### src/rtl/pipe_scoreboard_pkg.sv
// Shared constants for the pipeline scoreboard: default geometry,
// forward-select encoding and the standard result latencies.
// Imported by the interface, the entry sub-module user and the bench.
package pipe_scoreboard_pkg;

  // Forward-select value meaning "read the register file"
  localparam int FWD_SEL_REGFILE = 0;

  // Stages until a result becomes forwardable
  localparam int LAT_ALU  = 1;
  localparam int LAT_LOAD = 2;

  // Default geometry
  localparam int PIPE_DEPTH_DEF   = 3;
  localparam int REG_ADDR_LEN_DEF = 4;
  localparam int NUM_SRC_DEF      = 2;
  localparam int CNT_W_DEF        = 2;
  localparam int FSEL_W_DEF       = 2;
  localparam int STALL_CNT_W_DEF  = 16;

endpackage

### src/rtl/pipe_scoreboard_if.sv
// Issue-side bundle between the ID stage and the scoreboard.
// The master drives the issuing instruction; the slave returns stall,
// forward selects and the stall counter.
interface pipe_scoreboard_if
  import pipe_scoreboard_pkg::*;
#(
  parameter int REG_ADDR_LEN = REG_ADDR_LEN_DEF,
  parameter int NUM_SRC      = NUM_SRC_DEF,
  parameter int CNT_W        = CNT_W_DEF,
  parameter int FSEL_W       = FSEL_W_DEF,
  parameter int STALL_CNT_W  = STALL_CNT_W_DEF
);
  logic                            forward_en;
  logic                            issue_valid;
  logic                            issue_wb_en;
  logic [REG_ADDR_LEN-1:0]         issue_dest;
  logic [CNT_W-1:0]                issue_lat;
  logic [NUM_SRC*REG_ADDR_LEN-1:0] src_addr;
  logic [NUM_SRC-1:0]              src_used;
  logic                            flush;
  logic                            stall;
  logic [NUM_SRC*FSEL_W-1:0]       fwd_sel;
  logic [STALL_CNT_W-1:0]          stall_cycles;

  modport master (
    output forward_en, issue_valid, issue_wb_en, issue_dest, issue_lat,
           src_addr, src_used, flush,
    input  stall, fwd_sel, stall_cycles
  );

  modport slave (
    input  forward_en, issue_valid, issue_wb_en, issue_dest, issue_lat,
           src_addr, src_used, flush,
    output stall, fwd_sel, stall_cycles
  );
endinterface

### src/rtl/pipe_scoreboard_entry.sv
// One scoreboard entry: cycles-to-writeback and cycles-to-forwardable
// countdown timers, both saturating at zero; a load overrides the countdown.
// busy = producer not yet in WB; pend = result not yet forwardable.
module scoreboard_entry #(
  parameter int CNT_W = 2
) (
  input  logic             clk,
  input  logic             rst,
  input  logic             load_i,
  input  logic [CNT_W-1:0] wb_init_i,
  input  logic [CNT_W-1:0] rdy_init_i,
  output logic [CNT_W-1:0] wb_cnt_o,
  output logic             busy_o,
  output logic             pend_o
);
  localparam logic [CNT_W-1:0] ONE_C = CNT_W'(1);

  logic [CNT_W-1:0] wb_cnt_q, wb_cnt_d;
  logic [CNT_W-1:0] rdy_cnt_q, rdy_cnt_d;

  // Next state: a fresh writer reloads both timers, otherwise count down to 0
  always_comb begin
    wb_cnt_d  = (wb_cnt_q  != '0) ? wb_cnt_q  - ONE_C : '0;
    rdy_cnt_d = (rdy_cnt_q != '0) ? rdy_cnt_q - ONE_C : '0;
    if (load_i) begin
      wb_cnt_d  = wb_init_i;
      rdy_cnt_d = rdy_init_i;
    end
  end

  // Timer registers; reset drops any pending write immediately
  always_ff @(posedge clk or posedge rst) begin
    if (rst) begin
      wb_cnt_q  <= '0;
      rdy_cnt_q <= '0;
    end else begin
      wb_cnt_q  <= wb_cnt_d;
      rdy_cnt_q <= rdy_cnt_d;
    end
  end

  // The regfile is write-first, so a producer sitting in WB (count 1) is already visible
  assign busy_o   = wb_cnt_q  > ONE_C;
  assign pend_o   = rdy_cnt_q > ONE_C;
  assign wb_cnt_o = wb_cnt_q;
endmodule

### src/rtl/pipe_scoreboard.sv
// Hazard/forwarding controller: per-register countdown scoreboard checked by every source in ID.
// Latency: stall and fwd_sel are combinational from scoreboard state and ID inputs; entries update on the edge.
// Backpressure: stall holds IF/ID and blocks the accept; flush suppresses both stall and accept.
module pipe_scoreboard
  import pipe_scoreboard_pkg::*;
#(
  parameter int REG_ADDR_LEN = REG_ADDR_LEN_DEF,
  parameter int NUM_SRC      = NUM_SRC_DEF,
  parameter int PIPE_DEPTH   = PIPE_DEPTH_DEF,
  parameter int CNT_W        = CNT_W_DEF,
  parameter int FSEL_W       = FSEL_W_DEF,
  parameter int STALL_CNT_W  = STALL_CNT_W_DEF
) (
  input  logic             clk,
  input  logic             rst,
  pipe_scoreboard_if.slave sb
);
  localparam int NREG = 1 << REG_ADDR_LEN;
  localparam logic [CNT_W-1:0] DEPTH_C = CNT_W'(PIPE_DEPTH);
  localparam logic [CNT_W-1:0] ONE_C   = CNT_W'(1);

  logic [CNT_W-1:0]       wb_cnt [NREG];
  logic [NREG-1:0]        busy;
  logic [NREG-1:0]        pend;
  logic [CNT_W-1:0]       lat_eff;
  logic [NUM_SRC-1:0]     hz;
  logic [NUM_SRC-1:0]     src_stall;
  logic                   stall_w;
  logic                   accept;
  logic [STALL_CNT_W-1:0] stall_cycles_q, stall_cycles_d;

  // Out-of-range latencies: 0 behaves as an ALU op, anything past WB is capped at WB
  always_comb begin
    lat_eff = sb.issue_lat;
    if (sb.issue_lat == '0) begin
      lat_eff = ONE_C;
    end else if (sb.issue_lat > DEPTH_C) begin
      lat_eff = DEPTH_C;
    end
  end

  assign stall_w = sb.issue_valid && !sb.flush && (|src_stall);
  assign accept  = sb.issue_valid && sb.issue_wb_en && !stall_w && !sb.flush
                   && (sb.issue_dest != '0);

  // r0 is hard-wired: never tracked, never busy
  assign wb_cnt[0] = '0;
  assign busy[0]   = 1'b0;
  assign pend[0]   = 1'b0;

  for (genvar r = 1; r < NREG; r++) begin : g_ent
    scoreboard_entry #(.CNT_W(CNT_W)) u_ent (
      .clk        (clk),
      .rst        (rst),
      .load_i     (accept && (sb.issue_dest == REG_ADDR_LEN'(r))),
      .wb_init_i  (DEPTH_C),
      .rdy_init_i (lat_eff),
      .wb_cnt_o   (wb_cnt[r]),
      .busy_o     (busy[r]),
      .pend_o     (pend[r])
    );
  end

  // Per-source hazard: without forwarding wait for writeback, with it only until forwardable.
  // wb_cnt-1 is the producer's distance from WB once the consumer reaches EXE.
  for (genvar i = 0; i < NUM_SRC; i++) begin : g_src
    logic [REG_ADDR_LEN-1:0] src;
    assign src          = sb.src_addr[i*REG_ADDR_LEN +: REG_ADDR_LEN];
    assign hz[i]        = sb.src_used[i] && (src != '0) && busy[src];
    assign src_stall[i] = hz[i] && (!sb.forward_en || pend[src]);
    assign sb.fwd_sel[i*FSEL_W +: FSEL_W] = (sb.forward_en && hz[i])
                                            ? FSEL_W'(wb_cnt[src] - ONE_C)
                                            : FSEL_W'(FWD_SEL_REGFILE);
  end

  // Stall performance counter, sticks at all-ones
  always_comb begin
    stall_cycles_d = stall_cycles_q;
    if (stall_w && !(&stall_cycles_q)) begin
      stall_cycles_d = stall_cycles_q + STALL_CNT_W'(1);
    end
  end

  // Counter register
  always_ff @(posedge clk or posedge rst) begin
    if (rst) begin
      stall_cycles_q <= '0;
    end else begin
      stall_cycles_q <= stall_cycles_d;
    end
  end

  assign sb.stall        = stall_w;
  assign sb.stall_cycles = stall_cycles_q;
endmodule

### src/flat_wrapper.sv
// flat-port wrapper written by rule: the top's interface ports become plain ports
module pipe_scoreboard_flat import pipe_scoreboard_pkg::*;
#(
  parameter int REG_ADDR_LEN = REG_ADDR_LEN_DEF,
  parameter int NUM_SRC      = NUM_SRC_DEF,
  parameter int PIPE_DEPTH   = PIPE_DEPTH_DEF,
  parameter int CNT_W        = CNT_W_DEF,
  parameter int FSEL_W       = FSEL_W_DEF,
  parameter int STALL_CNT_W  = STALL_CNT_W_DEF
)
  (clk, rst, sb_forward_en, sb_issue_valid, sb_issue_wb_en, sb_issue_dest, sb_issue_lat, sb_src_addr, sb_src_used, sb_flush, sb_stall, sb_fwd_sel, sb_stall_cycles);
  pipe_scoreboard_if #(.REG_ADDR_LEN(REG_ADDR_LEN), .NUM_SRC(NUM_SRC), .CNT_W(CNT_W), .FSEL_W(FSEL_W), .STALL_CNT_W(STALL_CNT_W)) sb_i ();
  input  logic clk;
  input  logic rst;
  input wire logic [$bits(sb_i.forward_en)-1:0] sb_forward_en;
  input wire logic [$bits(sb_i.issue_valid)-1:0] sb_issue_valid;
  input wire logic [$bits(sb_i.issue_wb_en)-1:0] sb_issue_wb_en;
  input wire logic [$bits(sb_i.issue_dest)-1:0] sb_issue_dest;
  input wire logic [$bits(sb_i.issue_lat)-1:0] sb_issue_lat;
  input wire logic [$bits(sb_i.src_addr)-1:0] sb_src_addr;
  input wire logic [$bits(sb_i.src_used)-1:0] sb_src_used;
  input wire logic [$bits(sb_i.flush)-1:0] sb_flush;
  output wire logic [$bits(sb_i.stall)-1:0] sb_stall;
  output wire logic [$bits(sb_i.fwd_sel)-1:0] sb_fwd_sel;
  output wire logic [$bits(sb_i.stall_cycles)-1:0] sb_stall_cycles;
  assign sb_i.forward_en = sb_forward_en;
  assign sb_i.issue_valid = sb_issue_valid;
  assign sb_i.issue_wb_en = sb_issue_wb_en;
  assign sb_i.issue_dest = sb_issue_dest;
  assign sb_i.issue_lat = sb_issue_lat;
  assign sb_i.src_addr = sb_src_addr;
  assign sb_i.src_used = sb_src_used;
  assign sb_i.flush = sb_flush;
  assign sb_stall = sb_i.stall;
  assign sb_fwd_sel = sb_i.fwd_sel;
  assign sb_stall_cycles = sb_i.stall_cycles;
  pipe_scoreboard #(.REG_ADDR_LEN(REG_ADDR_LEN), .NUM_SRC(NUM_SRC), .PIPE_DEPTH(PIPE_DEPTH), .CNT_W(CNT_W), .FSEL_W(FSEL_W), .STALL_CNT_W(STALL_CNT_W)) u_core (.clk(clk), .rst(rst), .sb(sb_i));
endmodule
### config.mk
export PLATFORM = sky130hd
export DESIGN_NAME = pipe_scoreboard_flat
export DESIGN_NICKNAME = d
export VERILOG_FILES = /design/src/rtl/pipe_scoreboard_pkg.sv /design/src/rtl/pipe_scoreboard_if.sv /design/src/rtl/pipe_scoreboard_entry.sv /design/src/rtl/pipe_scoreboard.sv /design/src/flat_wrapper.sv
export SDC_FILE = /design/constraint.sdc
export NUM_CORES = 1
export LEC_CHECK = 0
export CORE_MARGIN = 1
export CORE_UTILIZATION = 35
export DETAILED_ROUTE_END_ITERATION = 16
export PLACE_DENSITY = 0.59
export SKIP_CTS_REPAIR_TIMING = 1
export SYNTH_ARGS = -nofsm -noshare
export SYNTH_HDL_FRONTEND = slang
export SYNTH_SLANG_ARGS = --single-unit
### constraint.sdc
create_clock -name clk -period 9.64 [get_ports clk]
set_input_delay 1.928 -clock clk [delete_from_list [all_inputs] [get_ports clk]]
set_output_delay 1.928 -clock clk [all_outputs]
set_load 0.02 [all_outputs]
# After elaboration in Yosys (flattened, before gate mapping)
# Index checks and enable logic that the tools add are counted.
classes:
  n_addsub: 33
  multipliers: 0
  div: 0
  magnitude_cmp: 35
  eq_ne: 15
  shifts: 0
  n_mux: 78
  bitwise: 2
  n_reduce_logical: 72
ops:
  columns: ["operator", "n"]
  rows:
  - ["two-way mux 2 bit", 68]
  - ["subtractor 2 x 1 -> 2 bit (second input constant)", 32]
  - ["greater-than comparator 2 x 1 -> 1 bit (second input constant)", 30]
  - ["nonzero test 2 bit", 30]
  - ["equality test 4 bit (second input constant)", 8]
  - ["logical AND 1 bit", 30]
  - ["adder 16 x 1 -> 16 bit (second input constant)", 1]
  - ["binary-select mux 1 bit (select 4 bit)", 4]
  - ["binary-select mux 2 bit (select 4 bit)", 2]
  - ["equality test 4 x 3 -> 1 bit (second input constant)", 4]
  - ["AND reduction 16 bit", 1]
  - ["nonzero test 4 bit", 3]
  - [">= comparator 5 bit (second input constant)", 2]
  - ["less-than comparator 4 x 5 -> 1 bit (second input constant)", 2]
  - ["NOT 4 -> 5 bit", 2]
  - ["equality test 4 x 2 -> 1 bit (second input constant)", 2]
  - ["equality test 4 x 1 -> 1 bit (second input constant)", 1]
  - ["zero test 1 bit", 4]
  - ["two-way mux 1 bit", 4]
  - ["greater-than comparator 2 bit (second input constant)", 1]
  - ["zero test 2 bit", 1]
  - ["logical OR 1 bit", 2]
  - ["OR reduction 2 bit", 1]
word_totals:
  reg_bits: 76
  latchBits: 0
  ramBits: 0
  rom_bits: 0
  inputBits: 22
  output_inout_bits: 21
  mem_count: 0

# Logic depth before layout (Yosys ltp)
logic_depth:
  word_depth: 13
  depth_mapped: 12
  mapped_depth_nobuf: 7

# Cells and area by module
# From an unflattened synthesis, not the netlist that was laid out.
unflattened:
  cells_unflattened: 478
  area_unflattened_um2: 4499.3
by_module_without_submodules:
  columns: ["module", "instances", "cells_per_inst", "area_per_inst_um2", "seq_area_each_um2"]
  rows:
  - ["scoreboard_entry", 15, 19, 166.4, 100.1]
  - ["pipe_scoreboard", 1, 193, 2003.2, 400.4]

# Worst setup path before layout
# No wires, ideal clock.
synth_timing:
  kind: "input-to-output"
  from: "input sb_src_addr[4]"
  to: "output sb_stall"
  arrival_time_ps: 3899
  required_time_ps: 7712
  path_slack_ps: 3813
  stages: 9
  n_path_buf: 5
  path_cell_list: "buf_6 -> buf_2 -> o311ai_0 -> o41ai_1 -> a22o_1 -> buf_6 -> buf_2 -> buf_2 -> and2_1"
synth_via:
  elab_chain_cells: 6
  word_cells_on_any_way: 11
  classes_between: "mux (4); reduce/logical (7)"
synth_rtl:
  columns: ["item", "line", "source"]
  rows:
  - ["start, declared", "flat_wrapper.sv:20", "input wire logic [$bits(sb_i.src_addr)-1:0] sb_src_addr;"]
  - ["binary-select mux 1 bit (select 4 bit) (tied with other cells)", "pipe_scoreboard.sv:69", "assign hz[i] = sb.src_used[i] && (src != '0) && busy[src];"]
  - ["two-way mux 1 bit (not written as such) (tied with other cells)", "pipe_scoreboard.sv:69", null]
  - ["logical AND 1 bit / logical OR 1 bit (equally long branches)", "pipe_scoreboard.sv:69, pipe_scoreboard.sv:70", null]
  - ["logical AND 1 bit *", "pipe_scoreboard.sv:70", "assign src_stall[i] = hz[i] && (!sb.forward_en || pend[src]);"]
  - ["OR reduction 2 bit *", "pipe_scoreboard.sv:42", "assign stall_w = sb.issue_valid && !sb.flush && (|src_stall);"]
  - ["logical AND 1 bit *", "pipe_scoreboard.sv:42", null]
  - ["end, declared", "flat_wrapper.sv:23", "output wire logic [$bits(sb_i.stall)-1:0] sb_stall;"]
# Every way passes the cells marked *; elsewhere a longest branch is shown, timed or not. The select of a mux whose other input is x is not followed.

# Final worst setup path
layout_timing:
  from: "input sb_src_addr[5]"
  to: "output sb_stall"
# The elaborated chain is that of the path after synthesis.

==> impl_metrics.tcl <==
set metrics [dict create \
    outcome "finished clean" \
    routedWlPerCell_um 17.1 \
    setup_violations 0 \
    cts_sinks 76 \
    p_seq_frac 0.429 \
    intPower_mw 0.596 \
    ios 43 \
    vias 3007 \
    antennaDiodeCount 0 \
    fill_cells 1111 \
    rsz0062_at_grt "no" \
    r2r_slack_ns 6.79 \
    routed_wl_mm 9.52 \
    grtUsageMet1 0.234 \
    crit_type "in2out" \
    row_count 39 \
    cts.reportedPaths.clkPinSlew_ns 0.06 \
    cts_max_level 3 \
    power_frac_comb 0.103 \
    place_congestion 0.969 \
    path_max_fanout 32 \
    swShare 0.238 \
    maxCapViolCount 0 \
    pwr_density_cell_mw_per_mm2 158 \
    cts_tree "done" \
    instances_no_fill 557 \
    crit_path_start_kind "input pin" \
    port_buffers 42 \
    skew_ns 0.00682 \
    syn_avg_cell_area_um2 10.9 \
    clkPwrFrac 0.469 \
    synth_edf_count 0 \
    final.setup.tns_ns 0 \
    worstHoldPathType "reg2reg" \
    syn_area_mm2 0.00410 \
    grt_pass1_vias 3044 \
    ir_drop_v 0.0000830 \
    rr_worst_depth 8 \
    die_h_um 110 \
    drc 0 \
    dieArea_mm2 0.0121 \
    dp.cells 541 \
    cp.required_ns 7.71 \
    grt_pass1_wl_mm 15.8 \
    p_leak_nw 2.28 \
    drt_pass1_iterations 4 \
    grt_busiest_layer "met2" \
    syn_to_final_growth_pct 20.4 \
    cp.arrival_ns 5.31 \
    drive_gt1_frac 0.123 \
    finalCritPeriodShare 0.751 \
    gr-usage-met3 0.0388 \
    relSlewSlack 0.346 \
    ys_seq_elements 76 \
    async_flop_share 1.00 \
    hpwl_mm 6.89 \
    gr-total-overflow 0 \
    clock-root-buffer "clkbuf_16" \
    drt-initial-drc-count 125 \
    cts_buffer_depth 2 \
    drv_slew 0 \
    synth_ff_type "dfrtp_1" \
    end_kind "primary output" \
    whs_path_depth 1 \
    hold_violations 0 \
    start_util 0.359 \
    synth_cell_types 43 \
    fin_nets 432 \
    antenna_found_initial 0 \
    netlist_instances 376 \
    final.min_clock_period_ns 7.24 \
    grt_max_degree 77 \
    fmax_mhz 138 \
    vias_per_cell 5.40 \
    numCtsBuffers 9 \
    synth.net_count 399 \
    p_sw_mw 0.186 \
    detail-route-antenna-nets 0 \
    worst_slew_pin_slew_ns 0.980 \
    clock_latency_ns 0.34 \
    ys_seq_area_frac 0.464 \
    design.core.area_mm2 0.0114 \
    use_met2 0.281 \
    die_x_um 110 \
    yosysWarnings 0 \
    grt_use_total 0.173 \
]
==> critical path: stages <==
cell and delay, ns:
clkdlybuf4s50_1 0.95, nor2b_1 0.31, a221oi_1 0.13, o41ai_1 0.60
a22o_1 0.25, buf_4 0.32, and2_1 0.19, clkdlybuf4s50_1 0.61
==> cells in the mapped netlist (11+ instances only) <==
cell | number | share of area
nand2_1 | 44 | 0.040
inv_1 | 22 | 0.020
nand3_1 | 14 | 0.017
mux4_2 | 15 | 0.082
o21ai_0 | 11 | 0.013
and3_1 | 17 | 0.026
a21o_1 | 13 | 0.024
xnor2_1 | 14 | 0.030
nand2b_1 | 20 | 0.031
dfrtp_1 | 76 | 0.46
clkbuf_1 | 13 | 0.012
mux2i_1 | 35 | 0.085
==> cell families after synthesis <==
kind of cell    Yosys count  synth area share
xor+xnor                 14            0.0299
compound gates           50            0.0846
fa+ha+maj                 1           0.00305
simple gates            133             0.184
buf+inv                  45            0.0470
mux                      57             0.187
flops                    76             0.464
==> final timing paths <==
| check | endpoint | startpoint |
|---|---|---|
| max in group asynchronous | u_core.g_ent[3].u_ent.rdy_cnt_q[1] | rst |
| min in group asynchronous | u_core.g_ent[14].u_ent.rdy_cnt_q[0] | rst |
| worst max register to register | u_core.g_ent[12].u_ent.rdy_cnt_q[1] | u_core.g_ent[14].u_ent.wb_cnt_o[1] |
| worst max-delay path | sb_stall | sb_src_addr[5] |
| worst min register to register | u_core.sb.stall_cycles[8] | u_core.sb.stall_cycles[8] |
| worst min-delay path | u_core.sb.stall_cycles[8] | u_core.sb.stall_cycles[8] |
==> cells in the final DEF (no fill, tap or decap), drive strengths merged, types with 7 or more instances in the layout <==
cell type	count
o21ai	12
and3	17
a21o	13
nand2	44
nand3	14
inv	23
mux2	7
xnor2	14
clkbuf	10
clkdlybuf4s50	42
mux2i	35
or4	7
nor4	8
mux4	15
nand2b	20
dfrtp	76
==> power groups by stage <==
stage	clock (mW)	sequential, mW	combinational [mW]
after detailed placement	0	0.341	0.0811
after floorplan	0	0.347	0.0406
after CTS	0.375	0.335	0.0814
final	0.367	0.335	0.0803
after global placement	0	0.341	0.0800
after global routing	0.389	0.337	0.0881
==> sequential cells by signal, summed over array words and instances, names as in the netlist <==
| signal | count |
|---|---|
| u_core.g_ent.u_ent.rdy_cnt_q | 30 |
| u_core.sb.stall_cycles | 16 |
| u_core.g_ent.u_ent.wb_cnt_o | 30 |
==> metal layers <==
layer	wire, µm	share of wire
met1	4510	0.47
met2	4400	0.46
met3	491	0.052
met4	124	0.013
met5	0	0
==> cell type report <==
cell class / count / area [µm²] / share of cell area
Clock inverter: 6 / 86.3 / 0.0175
Tap cell: 143 / 179 / 0.0363
Multi-Input combinational cell: 255 / 2000 / 0.406
Clock buffer: 10 / 239 / 0.0484
Sequential cell: 76 / 1900 / 0.385
Inverter: 22 / 82.6 / 0.0167
Timing Repair Buffer: 45 / 443 / 0.0898
==> metrics by stage <==
step	total power [mW]	hold WS [ns]	setup WS (ns)	util	area, µm²
final	0.782	0.491	2.40	0.432	4930
after global routing	0.815	0.529	2.17	0.432	4930
after global placement	0.421	0.486	2.56	0.404	4610
after CTS	0.792	0.499	2.41	0.432	4930
after detailed placement	0.422	0.491	2.43	0.404	4610
after floorplan	0.388	0.458	3.81	-	4100
Power figures use the tool's default switching activity.
